$ cat config.mk
export PLATFORM = sky130hd
export DESIGN_NAME = msg_serializer
export DESIGN_NICKNAME = d
export VERILOG_FILES = /design/src/rtl/msg_serializer.sv
export SDC_FILE = /design/constraint.sdc
export NUM_CORES = 1
export LEC_CHECK = 0
export BUFFER_PORTS_ARGS = -buffer_cell sky130_fd_sc_hd__buf_2
export CAP_MARGIN = 20
export CORE_ASPECT_RATIO = 0.9
export CORE_UTILIZATION = 47
export CTS_BUF_LIST = sky130_fd_sc_hd__clkbuf_2
export DETAILED_ROUTE_END_ITERATION = 12
export PLACE_DENSITY_LB_ADDON = 0.05
export SLEW_MARGIN = 20
export SYNTH_ARGS = -nofsm -noshare
export SYNTH_HDL_FRONTEND = slang
export SYNTH_SLANG_ARGS = --single-unit
$ cat constraint.sdc
create_clock -name clk_i -period 2.41 [get_ports clk_i]
set_input_delay 0.3615 -clock clk_i [delete_from_list [all_inputs] [get_ports clk_i]]
set_output_delay 0.3615 -clock clk_i [all_outputs]
set_load 0.01 [all_outputs]
$ cat src/rtl/msg_serializer.sv
// Serializes wide messages from the head of an upstream fifo into narrow flits
// on a valid/ready link, one message in flight, back-to-back between messages.
module msg_serializer #(
    parameter int unsigned MSG_WIDTH  = 64,
    parameter int unsigned FLIT_WIDTH = 16,
    localparam int unsigned NUM_FLITS = (MSG_WIDTH + FLIT_WIDTH - 1) / FLIT_WIDTH,
    localparam int unsigned BEAT_W    = (NUM_FLITS > 1) ? $clog2(NUM_FLITS) : 1
) (
    input  logic                  clk_i,
    input  logic                  rst_i,
    input  logic                  flush_i,
    input  logic                  fifo_empty_i,
    input  logic [MSG_WIDTH-1:0]  fifo_data_i,
    output logic                  fifo_pop_o,
    output logic                  flit_valid_o,
    input  logic                  flit_ready_i,
    output logic [FLIT_WIDTH-1:0] flit_data_o,
    output logic                  flit_last_o,
    output logic [BEAT_W-1:0]     flit_idx_o,
    output logic                  busy_o
);

    localparam int unsigned       BUF_W     = NUM_FLITS * FLIT_WIDTH;
    localparam logic [BEAT_W-1:0] LAST_BEAT = BEAT_W'(NUM_FLITS - 1);

    typedef enum logic {
        IDLE = 1'b0,
        SEND = 1'b1
    } state_e;

    state_e                  state_q, state_d;
    logic [BEAT_W-1:0]       beat_q, beat_d;
    logic [BUF_W-1:0]        msg_q, msg_d;

    logic                    sending;
    logic                    is_last;
    logic                    xfer;
    logic                    load;
    logic [FLIT_WIDTH-1:0]   flit_data;

    always_ff @(posedge clk_i or posedge rst_i) begin
        if (rst_i) begin
            state_q <= IDLE;
            beat_q  <= '0;
            msg_q   <= '0;
        end else begin
            state_q <= state_d;
            beat_q  <= beat_d;
            msg_q   <= msg_d;
        end
    end

    // Next-state and link-side outputs; flush outranks load and beat advance.
    always_comb begin
        state_d   = state_q;
        beat_d    = beat_q;
        msg_d     = msg_q;
        flit_data = '0;

        sending = (state_q == SEND);
        is_last = sending && (beat_q == LAST_BEAT);
        xfer    = sending && flit_ready_i;
        load    = !rst_i && !flush_i && !fifo_empty_i &&
                  ((state_q == IDLE) || (xfer && is_last));

        for (int unsigned i = 0; i < NUM_FLITS; i++) begin
            if (sending && (beat_q == BEAT_W'(i))) begin
                flit_data = msg_q[i*FLIT_WIDTH +: FLIT_WIDTH];
            end
        end

        if (flush_i) begin
            state_d = IDLE;
            beat_d  = '0;
        end else if (load) begin
            // Zero-extend so a partial final flit carries zeros above the message.
            msg_d                = '0;
            msg_d[MSG_WIDTH-1:0] = fifo_data_i;
            beat_d               = '0;
            state_d              = SEND;
        end else if (xfer) begin
            if (is_last) begin
                state_d = IDLE;
            end else begin
                beat_d = beat_q + BEAT_W'(1);
            end
        end
    end

    assign fifo_pop_o   = load;
    assign flit_valid_o = sending;
    assign flit_data_o  = flit_data;
    assign flit_last_o  = is_last;
    assign flit_idx_o   = sending ? beat_q : '0;
    assign busy_o       = sending;

endmodule

Yosys cells after proc, flatten, opt, wreduce, memory -nomap -nowiden --
Cells that the tools add are included.
Word-level totals: register bits after elaboration 67, input port bits 69, logic and storage cells 42
Cells by class: $add $sub $neg 1, eq/ne operators 4, mux-type cells 13, bitwise operators 2, reductions and logical operators 19
Operators by type and width (count):
- 16-bit two-way mux | 4
- 2-bit two-way mux | 5
- 1-bit logical AND | 9
- 2-bit AND reduction | 3
- 3-bit nonzero test | 2
- 2-bit equality test, second input constant | 2
- 1-bit two-way mux | 4
- 1-bit zero test | 3
- 3-bit != test, second input constant | 1
- 2-bit by 1-bit adder with 2-bit output, second input constant | 1
- 2-bit by 1-bit equality test with 1-bit output, second input constant | 1
- 2-bit zero test | 1
- 1-bit inverter | 2
- 1-bit logical OR | 1

Longest topological paths before layout --
Gate-level depths: netlist of the first run.
depth after elaboration 7, depth in mapped cells 8, gate-level depth less buffers 5

Worst setup path after synthesis of the first run --
No wires, ideal clock.
path type reg-to-output, start point register beat_q[1], end point output flit_data_o[10], arrival time 1.649 ns, data required time 2.049 ns, setup slack 0.399 ns, cell stages (with the launch flop) 9, cell sequence dfrtp_1 -> inv_1 -> ha_1 -> buf_2 -> nor2b_1 -> clkbuf_1 -> buf_2 -> a221oi_1 -> o21ai_0
On the way: word-level cells in the longest chain between the ends 6
Ends and longest elaborated chain:
- from (decl) | RTL line 32 | logic [BEAT_W-1:0] beat_q, beat_d;
- from (signal assigned) | RTL line 48 | beat_q <= beat_d;
- 2-bit zero test | RTL line 67 | if (sending && (beat_q == BEAT_W'(i))) begin
- 1-bit logical AND | RTL line 67
- 16-bit two-way mux (3 in a row) | RTL line 67
- 16-bit two-way mux * | RTL line 67
- to (decl) | RTL line 17 | output logic [FLIT_WIDTH-1:0] flit_data_o,
Every way passes the cells marked *; elsewhere a longest branch is shown, timed or not.

Worst setup path after layout of the first run --
start point register beat_q[0], end point output flit_data_o[12]
Same word-level chain as after synthesis.

==> results of run 1 <==
[state kept, by name, summed over array words and instances (netlist names)]
name / cells
beat_q: 2
busy_o: 1
msg_q: 64
[how the worst max path moves through the flow]
stage                   start              end  slack (ps)  cells past startpoint
floorplan               rst_i        beat_q[0]         370                      1
global placement    beat_q[0]  flit_data_o[13]         120                      7
detailed placement  beat_q[0]  flit_data_o[14]          50                      7
CTS                 beat_q[0]   flit_data_o[3]           2                      8
global route        beat_q[0]  flit_data_o[12]         -60                      7
finish              beat_q[0]  flit_data_o[12]         110                      7
[layer usage]
| metal | part of all wire | GRT usage | vias up |
|---|---|---|---|
| met5 | 0 | 0 | - |
| met4 | 0.010 | 0.0767 | 0 |
| met3 | 0.047 | 0.0662 | 7 |
| met2 | 0.45 | 0.357 | 69 |
| met1 | 0.49 | 0.335 | 1111 |
| li1 | - | - | 1078 |
[area by class of cell]
type                    instances  area [um^2]  area share
clock buffers                  11         55.1      0.0135
clock inverters                 5         53.8      0.0132
inverters                       4         18.8     0.00459
multi-input cells             147         1470       0.360
flip-flops and latches         67         1680       0.410
well taps                      87          109      0.0266
repair buffers                112          703       0.172
[cell usage in the layout, fill, tap and decap left out]
| master | n |
|---|---|
| sky130_fd_sc_hd__clkbuf_2 | 11 |
| sky130_fd_sc_hd__a221oi_4 | 7 |
| sky130_fd_sc_hd__mux2i_1 | 1 |
| sky130_fd_sc_hd__inv_1 | 1 |
| sky130_fd_sc_hd__clkinv_4 | 1 |
| sky130_fd_sc_hd__ha_4 | 2 |
| sky130_fd_sc_hd__a221oi_2 | 6 |
| sky130_fd_sc_hd__nor3_1 | 2 |
| sky130_fd_sc_hd__buf_6 | 8 |
| sky130_fd_sc_hd__buf_8 | 1 |
| sky130_fd_sc_hd__o21ai_1 | 24 |
| sky130_fd_sc_hd__dfrtp_1 | 67 |
| sky130_fd_sc_hd__a21boi_2 | 1 |
| sky130_fd_sc_hd__nor4_4 | 1 |
| sky130_fd_sc_hd__dlygate4sd3_1 | 1 |
| sky130_fd_sc_hd__xnor2_1 | 1 |
| sky130_fd_sc_hd__o21ai_2 | 7 |
| sky130_fd_sc_hd__clkinv_1 | 2 |
| sky130_fd_sc_hd__buf_4 | 7 |
| sky130_fd_sc_hd__and2_1 | 3 |
| sky130_fd_sc_hd__o21ai_0 | 1 |
| sky130_fd_sc_hd__nor2_1 | 3 |
| sky130_fd_sc_hd__buf_2 | 91 |
| sky130_fd_sc_hd__bufinv_16 | 1 |
| sky130_fd_sc_hd__mux2_1 | 30 |
| sky130_fd_sc_hd__nand2_1 | 16 |
| sky130_fd_sc_hd__inv_2 | 2 |
| sky130_fd_sc_hd__ha_2 | 2 |
| sky130_fd_sc_hd__clkinvlp_4 | 2 |
| sky130_fd_sc_hd__nand3b_1 | 1 |
| sky130_fd_sc_hd__mux2_2 | 34 |
| sky130_fd_sc_hd__a221oi_1 | 3 |
| sky130_fd_sc_hd__buf_12 | 4 |
| sky130_fd_sc_hd__nor2b_4 | 2 |
[metrics by stage]
step	std cells	utilization	hold WS (ps)	cell area (um^2)
2_1_floorplan	236	-	428	3040
3_3_place_gp	408	0.585	371	3620
3_5_place_dp	408	0.585	370	3620
4_1_cts	433	0.632	29.0	3910
5_1_grt	433	0.662	6.55	4090
6_report	433	0.662	73.2	4090
[power breakdown]
group | switching [W] | leakage (nW) | internal [W] | total (W)
Combinational | 0.000231 | 0.966 | 0.000355 | 0.000585
Sequential | 0.000168 | 0.800 | 0.00136 | 0.00153
Clock | 0.000389 | 0.0672 | 0.000244 | 0.000632
[logic make-up after synthesis]
logic type / count (synthesis)
compound gates: 49
fa+ha+maj: 4
flops: 67
simple gates: 28
xor+xnor: 1
buf+inv: 22
mux: 65
[what timing repair did]
item | 4_1_cts | 5_1_grt
pin swaps | 0 | 9
setup endpoints to repair | 17 | 17
endpoints found under the hold margin | 12 | 0
gates cloned | 1 | 0
buffers inserted | 7 | 1
gates resized for setup | 23 | 61
hold buffers | 1 | 0
==> results.sh, run 1 <==
export IMPL_mappedNetlistArea_um2=3040
export IMPL_power_static_leakage_nw=1.83
export IMPL_floorplan_initialDensity=0.492
export IMPL_finalSetupViolations=0
export IMPL_crit_end_category="primary output"
export IMPL_grt_max_degree=56
export IMPL_netlist_top_cells_count="sky130_fd_sc_hd__dfrtp_1, sky130_fd_sc_hd__mux2_2, sky130_fd_sc_hd__o21ai_0, sky130_fd_sc_hd__mux2_1"
export IMPL_worst_hold_path_num_cells=2
export IMPL_min_to="msg_q[24]"
export IMPL_max_cap_violations=0
export IMPL_grt_antenna_before_repair=0
export IMPL_cts_sinks=67
export IMPL_worst_r2r_setup_slack_ps=520
export IMPL_syn_mean_instance_area_um2=12.9
export IMPL_area_growth_synth_to_final_pct=34.5
export IMPL_synth_simple_area_share=0.0465
export IMPL_finalPower_w=0.00275
export IMPL_synth_edff_count=0
export IMPL_slowest_delay_ps=440
export IMPL_startpoint_type="flop"
export IMPL_max_slew_margin_rel=0.779
export IMPL_gr_usage_all_layers=0.238
export IMPL_yosysMostFrequentCell="sky130_fd_sc_hd__dfrtp_1"
export IMPL_synth_distinct_cells=21
export IMPL_fin_crit_share=0.956
export IMPL_layout_min_cycle_time_ps=2300
export IMPL_timing_setup_critical_path_class="reg2out"
export IMPL_timing_final_max_slew_violations=0
export IMPL_i_o_pin_count=91
export IMPL_synth_area_top_cells="sky130_fd_sc_hd__dfrtp_1, sky130_fd_sc_hd__mux2_2, sky130_fd_sc_hd__mux2_1"
export IMPL_drt_pass1_iter_count=4
export IMPL_synth_top_area_cell="sky130_fd_sc_hd__dfrtp_1"
export IMPL_cts_max_level=3
export IMPL_dominantRegCellSynth="sky130_fd_sc_hd__dfrtp_1"
export IMPL_worstPathMaxFanout=4
export IMPL_post_synth_top_area_fraction=0.551
export IMPL_path_clk_slew_ps=180
export IMPL_antenna_cells=0
export IMPL_reg2regPathDepth=7
export IMPL_synth_mux_area_fraction=0.240
export IMPL_preCtsSetupSlack_ps=54.7
export IMPL_crit_slowest_cell="sky130_fd_sc_hd__dfrtp_1"
export IMPL_sum_of_net_half_perimeters_after_detailed_placement_um=4930
export IMPL_report_final_hold_viol_count=0
export IMPL_avgRoutedWirePerCell_um=16.7
export IMPL_power_density_nw_per_um2=672
export IMPL_achievable_frequency_mhz=434
export IMPL_yosysSeqAreaShare=0.551
export IMPL_final_setup_skew_ps=15.5
export IMPL_cp_data_arrival_time_ps=1940
export IMPL_gp_routability_congestion=0.765
export IMPL_post_route_drc_count=0
export IMPL_critical_path_buf_inv_count=3
export IMPL_core_area_um2=6180
export IMPL_die_width_um=86.8
export IMPL_synth_warning_count=0
export IMPL_nNetsFinal=414
export IMPL_timing_worst_slew_pin_value_ps=329
export IMPL_grt_pass1_wl_um=11900
export IMPL_clock_buffers_created_by_tritoncts=9
export IMPL_layout_drive_gt1_share=0.549
export IMPL_floorplan_rows=27
export IMPL_dr_first_iter_drc_count=106
export IMPL_totalWireLength_um=7240
export IMPL_hp_class="in2reg"
export IMPL_syn_nets=309
export IMPL_fin_tns_setup_ps=0
export IMPL_worstSkewPairLatency_ps=480
export IMPL_r2r_end="msg_q[41]"
export IMPL_tritoncts="built"
export IMPL_worst_slack_ps=107
export IMPL_cts_max_path_bufs=2
export IMPL_fill_cells=511
export IMPL_vias=2265
export IMPL_rsz_0062_raised_after_global_routing="true"
export IMPL_dominant_combinational_cell_family_by_area_after_synthesis="multiplexers"
export IMPL_port_buffers=90
export IMPL_r2r_start="beat_q[0]"
export IMPL_die_y_um=78.3
export IMPL_clock_tree_root_cell="sky130_fd_sc_hd__clkbuf_2"
export IMPL_status="finished clean"
export IMPL_highest_ir_drop_seen_on_vdd_v=0.000454
export IMPL_floorplan_die_area_um2=6800
export IMPL_worst_path_dominant_cell_family="flip-flops"
export IMPL_flops_latches_synth=67
export IMPL_postSynthCellCount=236
export IMPL_gr_total_overflow=0
export IMPL_yosys_area_share_adder=0.0165
export IMPL_post_synth_xor_area_fraction=0.00288
export IMPL_holdCritStartpoint="fifo_data_i[24]"
export IMPL_synthArstFlopShare=1.00
export IMPL_via_per_inst=5.23
export IMPL_first_global_vias=2379
export IMPL_postRouteAntennaNets=0
export IMPL_cp_cell_sequence="inv_2, ha_2, nor2b_4, buf_6, a221oi_4, o21ai_1, buf_2"
export IMPL_worst_ep_required_time_ps=2050
export IMPL_synth_compound_area_share=0.102
(Power assumes the default switching activity.)
==> run 2: changes to the inputs <==
- CELL_PAD_IN_SITES_DETAIL_PLACEMENT: not set -> 1
- CELL_PAD_IN_SITES_GLOBAL_PLACEMENT: not set -> 1
- CORE_UTILIZATION: 47 -> 42
==> run 2 against run 1 <==
Net effect: die area increased by 12%; worst hold slack got worse by 12 ps; cell count increased by 5.5%; clock skew is 13 ps higher; maximum frequency decreased by 4.3%; first-iteration DRC count fell by 25%; via count rose by 5.5%; setup slack got worse by 100 ps; sequential power about the same; combinational power increased by 6.3%; clock power rose by 4.4%; non-clock buffer count grew 18.
==> results.sh, run 2 (synthesis gave the netlist of run 1 again) <==
export IMPL_drt_pass1_iter_count=4
export IMPL_postRouteAntennaNets=0
export IMPL_antenna_cells=0
export IMPL_layoutNonFillerInstCount=457
export IMPL_floorplan_initialDensity=0.432
export IMPL_wl_met3_um=437
export IMPL_grt_antenna_before_repair=1
export IMPL_wl_on_met1_um=3970
export IMPL_mostFrequentLayoutCell="sky130_fd_sc_hd__buf_2"
export IMPL_port_buffers=90
export IMPL_worst_ep_required_time_ps=2050
export IMPL_startpoint_type="flop"
export IMPL_topRoutingLayerUsed="met5"
export IMPL_totalWireLength_um=8810
export IMPL_floorplan_die_area_um2=7590
export IMPL_max_cap_violations=0
export IMPL_seqCellArea_um2=1680
export IMPL_post_route_drc_count=0
export IMPL_highest_ir_drop_seen_on_vdd_v=0.000495
export IMPL_hp_class="in2reg"
export IMPL_report_final_hold_viol_count=0
export IMPL_avgRoutedWirePerCell_um=19.3
export IMPL_area_growth_synth_to_final_pct=40.2
export IMPL_gp_routability_congestion=0.735
export IMPL_path_clk_slew_ps=200
export IMPL_finalPower_w=0.00281
export IMPL_fin_crit_share=0.999
export IMPL_worst_r2r_setup_slack_ps=280
export IMPL_preCtsSetupSlack_ps=3.24
export IMPL_layout_drive_gt1_share=0.511
export IMPL_core_area_um2=7040
export IMPL_cts_max_level=3
export IMPL_layout_min_cycle_time_ps=2410
export IMPL_largest_register_ff_count=64
export IMPL_cp_data_arrival_time_ps=2050
export IMPL_timing_final_max_slew_violations=0
export IMPL_grt_pass1_wl_um=13200
export IMPL_final_setup_skew_ps=28.2
export IMPL_clock_tree_root_cell="sky130_fd_sc_hd__clkbuf_2"
export IMPL_holdWs_ps=60.8
export IMPL_grt_max_degree=34
export IMPL_multiInputGateArea_um2=1420
export IMPL_dp_cells=410
export IMPL_rsz_0062_raised_after_global_routing="true"
export IMPL_i_o_pin_count=91
export IMPL_crit_end_category="primary output"
export IMPL_die_y_um=82.7
export IMPL_clock_buffers_created_by_tritoncts=9
export IMPL_gr_total_overflow=0
export IMPL_vias=2389
export IMPL_tritoncts="built"
export IMPL_die_width_um=91.7
export IMPL_timing_worst_slew_pin_value_ps=526
export IMPL_power_static_leakage_nw=1.91
export IMPL_worst_slack_ps=3.13
export IMPL_nNetsFinal=432
export IMPL_mostFrequentLayoutCells="sky130_fd_sc_hd__buf_2, sky130_fd_sc_hd__dfrtp_1, sky130_fd_sc_hd__mux2_2, sky130_fd_sc_hd__mux2_1"
export IMPL_route_met2_wl_um=4350
export IMPL_sum_of_net_half_perimeters_after_detailed_placement_um=5350
export IMPL_regMostFlops="msg_q"
export IMPL_via_per_inst=5.23
export IMPL_utilization=0.606
export IMPL_timing_setup_critical_path_class="reg2out"
export IMPL_cts_sinks=67
export IMPL_worstSkewPairLatency_ps=510
export IMPL_first_global_vias=2456
export IMPL_fill_cells=752
export IMPL_worstPathMaxFanout=7
export IMPL_max_slew_margin_rel=0.649
export IMPL_power_density_nw_per_um2=658
export IMPL_gr_usage_all_layers=0.241
export IMPL_cts_max_path_bufs=2
export IMPL_dr_first_iter_drc_count=79
export IMPL_status="finished clean"
export IMPL_finalSetupViolations=0
export IMPL_achievable_frequency_mhz=415
export IMPL_floorplan_rows=29
run 2: changes by cell type in the layout (fill, tap and decap cells not counted), sizes merged:
| cell | delta |
|---|---|
| clkbuf | -2 |
| dlygate4sd3 | +18 |
| bufbuf | +2 |
| buf | -2 |
| clkinvlp | +2 |
run 2: worst paths after layout:
kind / start / end / depth (start not counted)
min: fifo_data_i[42] / msg_q[42] / 2
min reg2reg: msg_q[61] / msg_q[61] / 1
max: beat_q[1] / flit_data_o[5] / 7
max in group asynchronous: rst_i / msg_q[27] / 4
max reg2reg: beat_q[1] / msg_q[23] / 7
min in group asynchronous: rst_i / msg_q[23] / 3
run 2: critical path, cell delays in order (launching register included):
cell	delay, ps
sky130_fd_sc_hd__dfrtp_1	470
sky130_fd_sc_hd__inv_2	130
sky130_fd_sc_hd__ha_4	140
sky130_fd_sc_hd__nor2b_4	260
sky130_fd_sc_hd__buf_6	180
sky130_fd_sc_hd__a221oi_2	60
sky130_fd_sc_hd__o21ai_1	150
sky130_fd_sc_hd__buf_2	160
run 2: final cells by class:
type                       count  share of cell area
clock inverter                 7              0.0161
clock buffer                   9              0.0106
timing repair buffer         130               0.215
sequential                    67               0.393
tap                           93              0.0273
inverter                       4             0.00499
multi-input combinational    147               0.332
run 2: timing repair:
action,4_1_cts,5_1_grt
gates cloned,2,1
hold buffers,1,18
buffers inserted,9,0
hold endpoints to repair,21,18
resized for setup,36,24
endpoints found under the setup margin,17,17
pin swaps,4,18
run 2: power breakdown:
part | leakage, nW | switching [W] | internal (W)
sequential | 0.799 | 0.000165 | 0.00136
combinational | 1.05 | 0.000245 | 0.000377
clock | 0.0592 | 0.000427 | 0.000233
run 2: through the flow:
stage	TNS [ps]	cell area (um^2)
after floorplan	0	3040
after global placement	0	3590
after detailed placement	0	3590
after CTS	0	3990
after global routing	-1600	4260
final	0	4260
run 2: metal layers:
layer	global-route usage	vias to the layer above
met3	0.0678	8
li1	-	1102
met5	0	-
met1	0.323	1204
met2	0.391	73
met4	0.0609	2
==> run 3: changes to the inputs <==
- RECOVER_POWER: not set -> 100
==> run 3 against run 2 <==
Net effect: clock-buffer cell count did not move; cell area shrank 1.9%; utilization fell by 1.2 points; flip-flop and latch count unchanged; die area is the same; clock power barely moved; worst hold slack improved by 3.8 ps; via count is 0.46% higher; cell count did not move; clock skew hardly changed; combinational power fell by 2%; critical path type unchanged; highest routed layer unchanged.
==> results.sh, run 3 (synthesis gave the netlist of run 1 again) <==
export IMPL_status="finished clean"
export IMPL_preCtsSetupSlack_ps=3.24
export IMPL_groute_layer_met3_usage=0.0678
export IMPL_holdWs_ps=64.6
export IMPL_die_width_um=91.7
export IMPL_floorplan_rows=29
export IMPL_avgRoutedWirePerCell_um=19.3
export IMPL_fin_crit_share=1.00
export IMPL_floorplan_die_area_um2=7590
export IMPL_grt_antenna_before_repair=1
export IMPL_max_slew_margin_rel=0.403
export IMPL_worstSkewPairLatency_ps=510
export IMPL_highest_ir_drop_seen_on_vdd_v=0.000491
export IMPL_globalRouteMet1Util=0.323
export IMPL_worst_r2r_setup_slack_ps=50
export IMPL_utilization=0.594
export IMPL_layout_min_cycle_time_ps=2410
export IMPL_finalSetupViolations=0
export IMPL_gp_routability_congestion=0.735
export IMPL_antenna_cells=0
export IMPL_final_setup_skew_ps=28.0
export IMPL_postRouteAntennaNets=0
export IMPL_post_route_drc_count=0
export IMPL_crit_end_category="primary output"
export IMPL_gr_usage_all_layers=0.241
export IMPL_timing_final_max_slew_violations=0
export IMPL_path_clk_slew_ps=210
export IMPL_largest_register_ff_count=64
export IMPL_clock_buffers_created_by_tritoncts=9
export IMPL_layout_drive_gt1_share=0.497
export IMPL_achievable_frequency_mhz=415
export IMPL_cts_sinks=67
export IMPL_floorplan_initialDensity=0.432
export IMPL_min_to="msg_q[15]"
export IMPL_max_cap_violations=0
export IMPL_reg2regPathDepth=7
export IMPL_area_growth_synth_to_final_pct=37.5
export IMPL_grt_pass1_wl_um=13200
export IMPL_worstPathMaxFanout=7
export IMPL_gr_total_overflow=0
export IMPL_worst_slack_ps=0.949
export IMPL_cts_max_path_bufs=2
export IMPL_cts_max_level=3
export IMPL_holdCritStartpoint="fifo_data_i[15]"
export IMPL_first_global_vias=2456
export IMPL_regMostFlops="msg_q"
export IMPL_fin_tns_setup_ps=0
export IMPL_rsz_0062_raised_after_global_routing="true"
export IMPL_clock_tree_root_cell="sky130_fd_sc_hd__clkbuf_2"
export IMPL_vias=2400
export IMPL_worst_ep_required_time_ps=2050
export IMPL_worst_hold_path_num_cells=2
export IMPL_grt_busiest_layer="met2"
export IMPL_cp_data_arrival_time_ps=2050
export IMPL_report_final_hold_viol_count=0
export IMPL_port_buffers=90
export IMPL_r2r_start="beat_q[1]"
export IMPL_mostFrequentLayoutCells="sky130_fd_sc_hd__buf_2, sky130_fd_sc_hd__dfrtp_1, sky130_fd_sc_hd__mux2_2, sky130_fd_sc_hd__mux2_1"
export IMPL_totalWireLength_um=8840
export IMPL_dr_first_iter_drc_count=92
export IMPL_nNetsFinal=432
export IMPL_tritoncts="built"
export IMPL_timing_worst_slew_pin_value_ps=895
export IMPL_startpoint_type="flop"
export IMPL_via_per_inst=5.25
export IMPL_power_static_leakage_nw=1.87
export IMPL_r2r_end="msg_q[23]"
export IMPL_die_y_um=82.7
export IMPL_core_area_um2=7040
export IMPL_power_density_nw_per_um2=668
export IMPL_timing_setup_critical_path_class="reg2out"
export IMPL_hp_class="in2reg"
export IMPL_grt_util_met2=0.391
export IMPL_drt_pass1_iter_count=4
export IMPL_sum_of_net_half_perimeters_after_detailed_placement_um=5350
export IMPL_i_o_pin_count=91
export IMPL_grt_max_degree=34
export IMPL_mostFrequentLayoutCell="sky130_fd_sc_hd__buf_2"
run 3: cell type report:
class,count,area [um^2]
Timing Repair Buffer,130,835
Inverter,4,21.3
Clock buffer,9,45.0
Clock inverter,7,68.8
Multi-Input combinational cell,147,1420
Fill cell,763,2860
Sequential cell,67,1680
Tap cell,93,116
run 3: per-layer routing:
layer  wire [um]  part of all wire  vias up
met5          13            0.0015        -
met4          30            0.0034        2
met3         450             0.051        6
met2        4380              0.50       84
met1        3960              0.45     1206
li1            -                 -     1102
run 3: worst max-delay path by stage:
stage / from / endpoint / slack (ps) / cells after the start
final: beat_q[1] / flit_data_o[5] / 0.9 / 7
after global routing: beat_q[1] / flit_data_o[5] / -130 / 7
after floorplan: rst_i / beat_q[0] / 370 / 1
after detailed placement: beat_q[0] / flit_data_o[0] / 3 / 7
after global placement: beat_q[0] / flit_data_o[5] / 110 / 7
after CTS: beat_q[0] / flit_data_o[14] / 1 / 6
run 3: stage by stage:
step / instances / total power (W) / cell area [um^2]
finish: 457 / 0.00279 / 4180
global route: 457 / 0.00296 / 4180
CTS: 438 / 0.00275 / 3990
detailed placement: 410 / 0.00200 / 3590
global placement: 410 / 0.00197 / 3590
floorplan: 236 / 0.00180 / 3040
run 3: worst max-delay path, cell delays in order (launching register included):
cell,delay [ps]
sky130_fd_sc_hd__dfrtp_1,470
sky130_fd_sc_hd__inv_2,130
sky130_fd_sc_hd__ha_4,140
sky130_fd_sc_hd__nor2b_4,260
sky130_fd_sc_hd__buf_6,180
sky130_fd_sc_hd__a221oi_2,60
sky130_fd_sc_hd__o21ai_1,160
sky130_fd_sc_hd__buf_2,160
run 3: power breakdown:
group	internal [W]	total, W	switching [W]	leakage, nW
logic	0.000363	0.000607	0.000244	1.01
registers	0.00136	0.00153	0.000164	0.799
clock network	0.000233	0.000659	0.000426	0.0592
run 3: what timing repair did:
item	CTS	global route
hold endpoints to repair	21	18
setup endpoints to repair	17	17
hold buffers	1	18
gates cloned	2	1
setup buffers	9	0
resized for setup	36	24
pin swaps	4	18
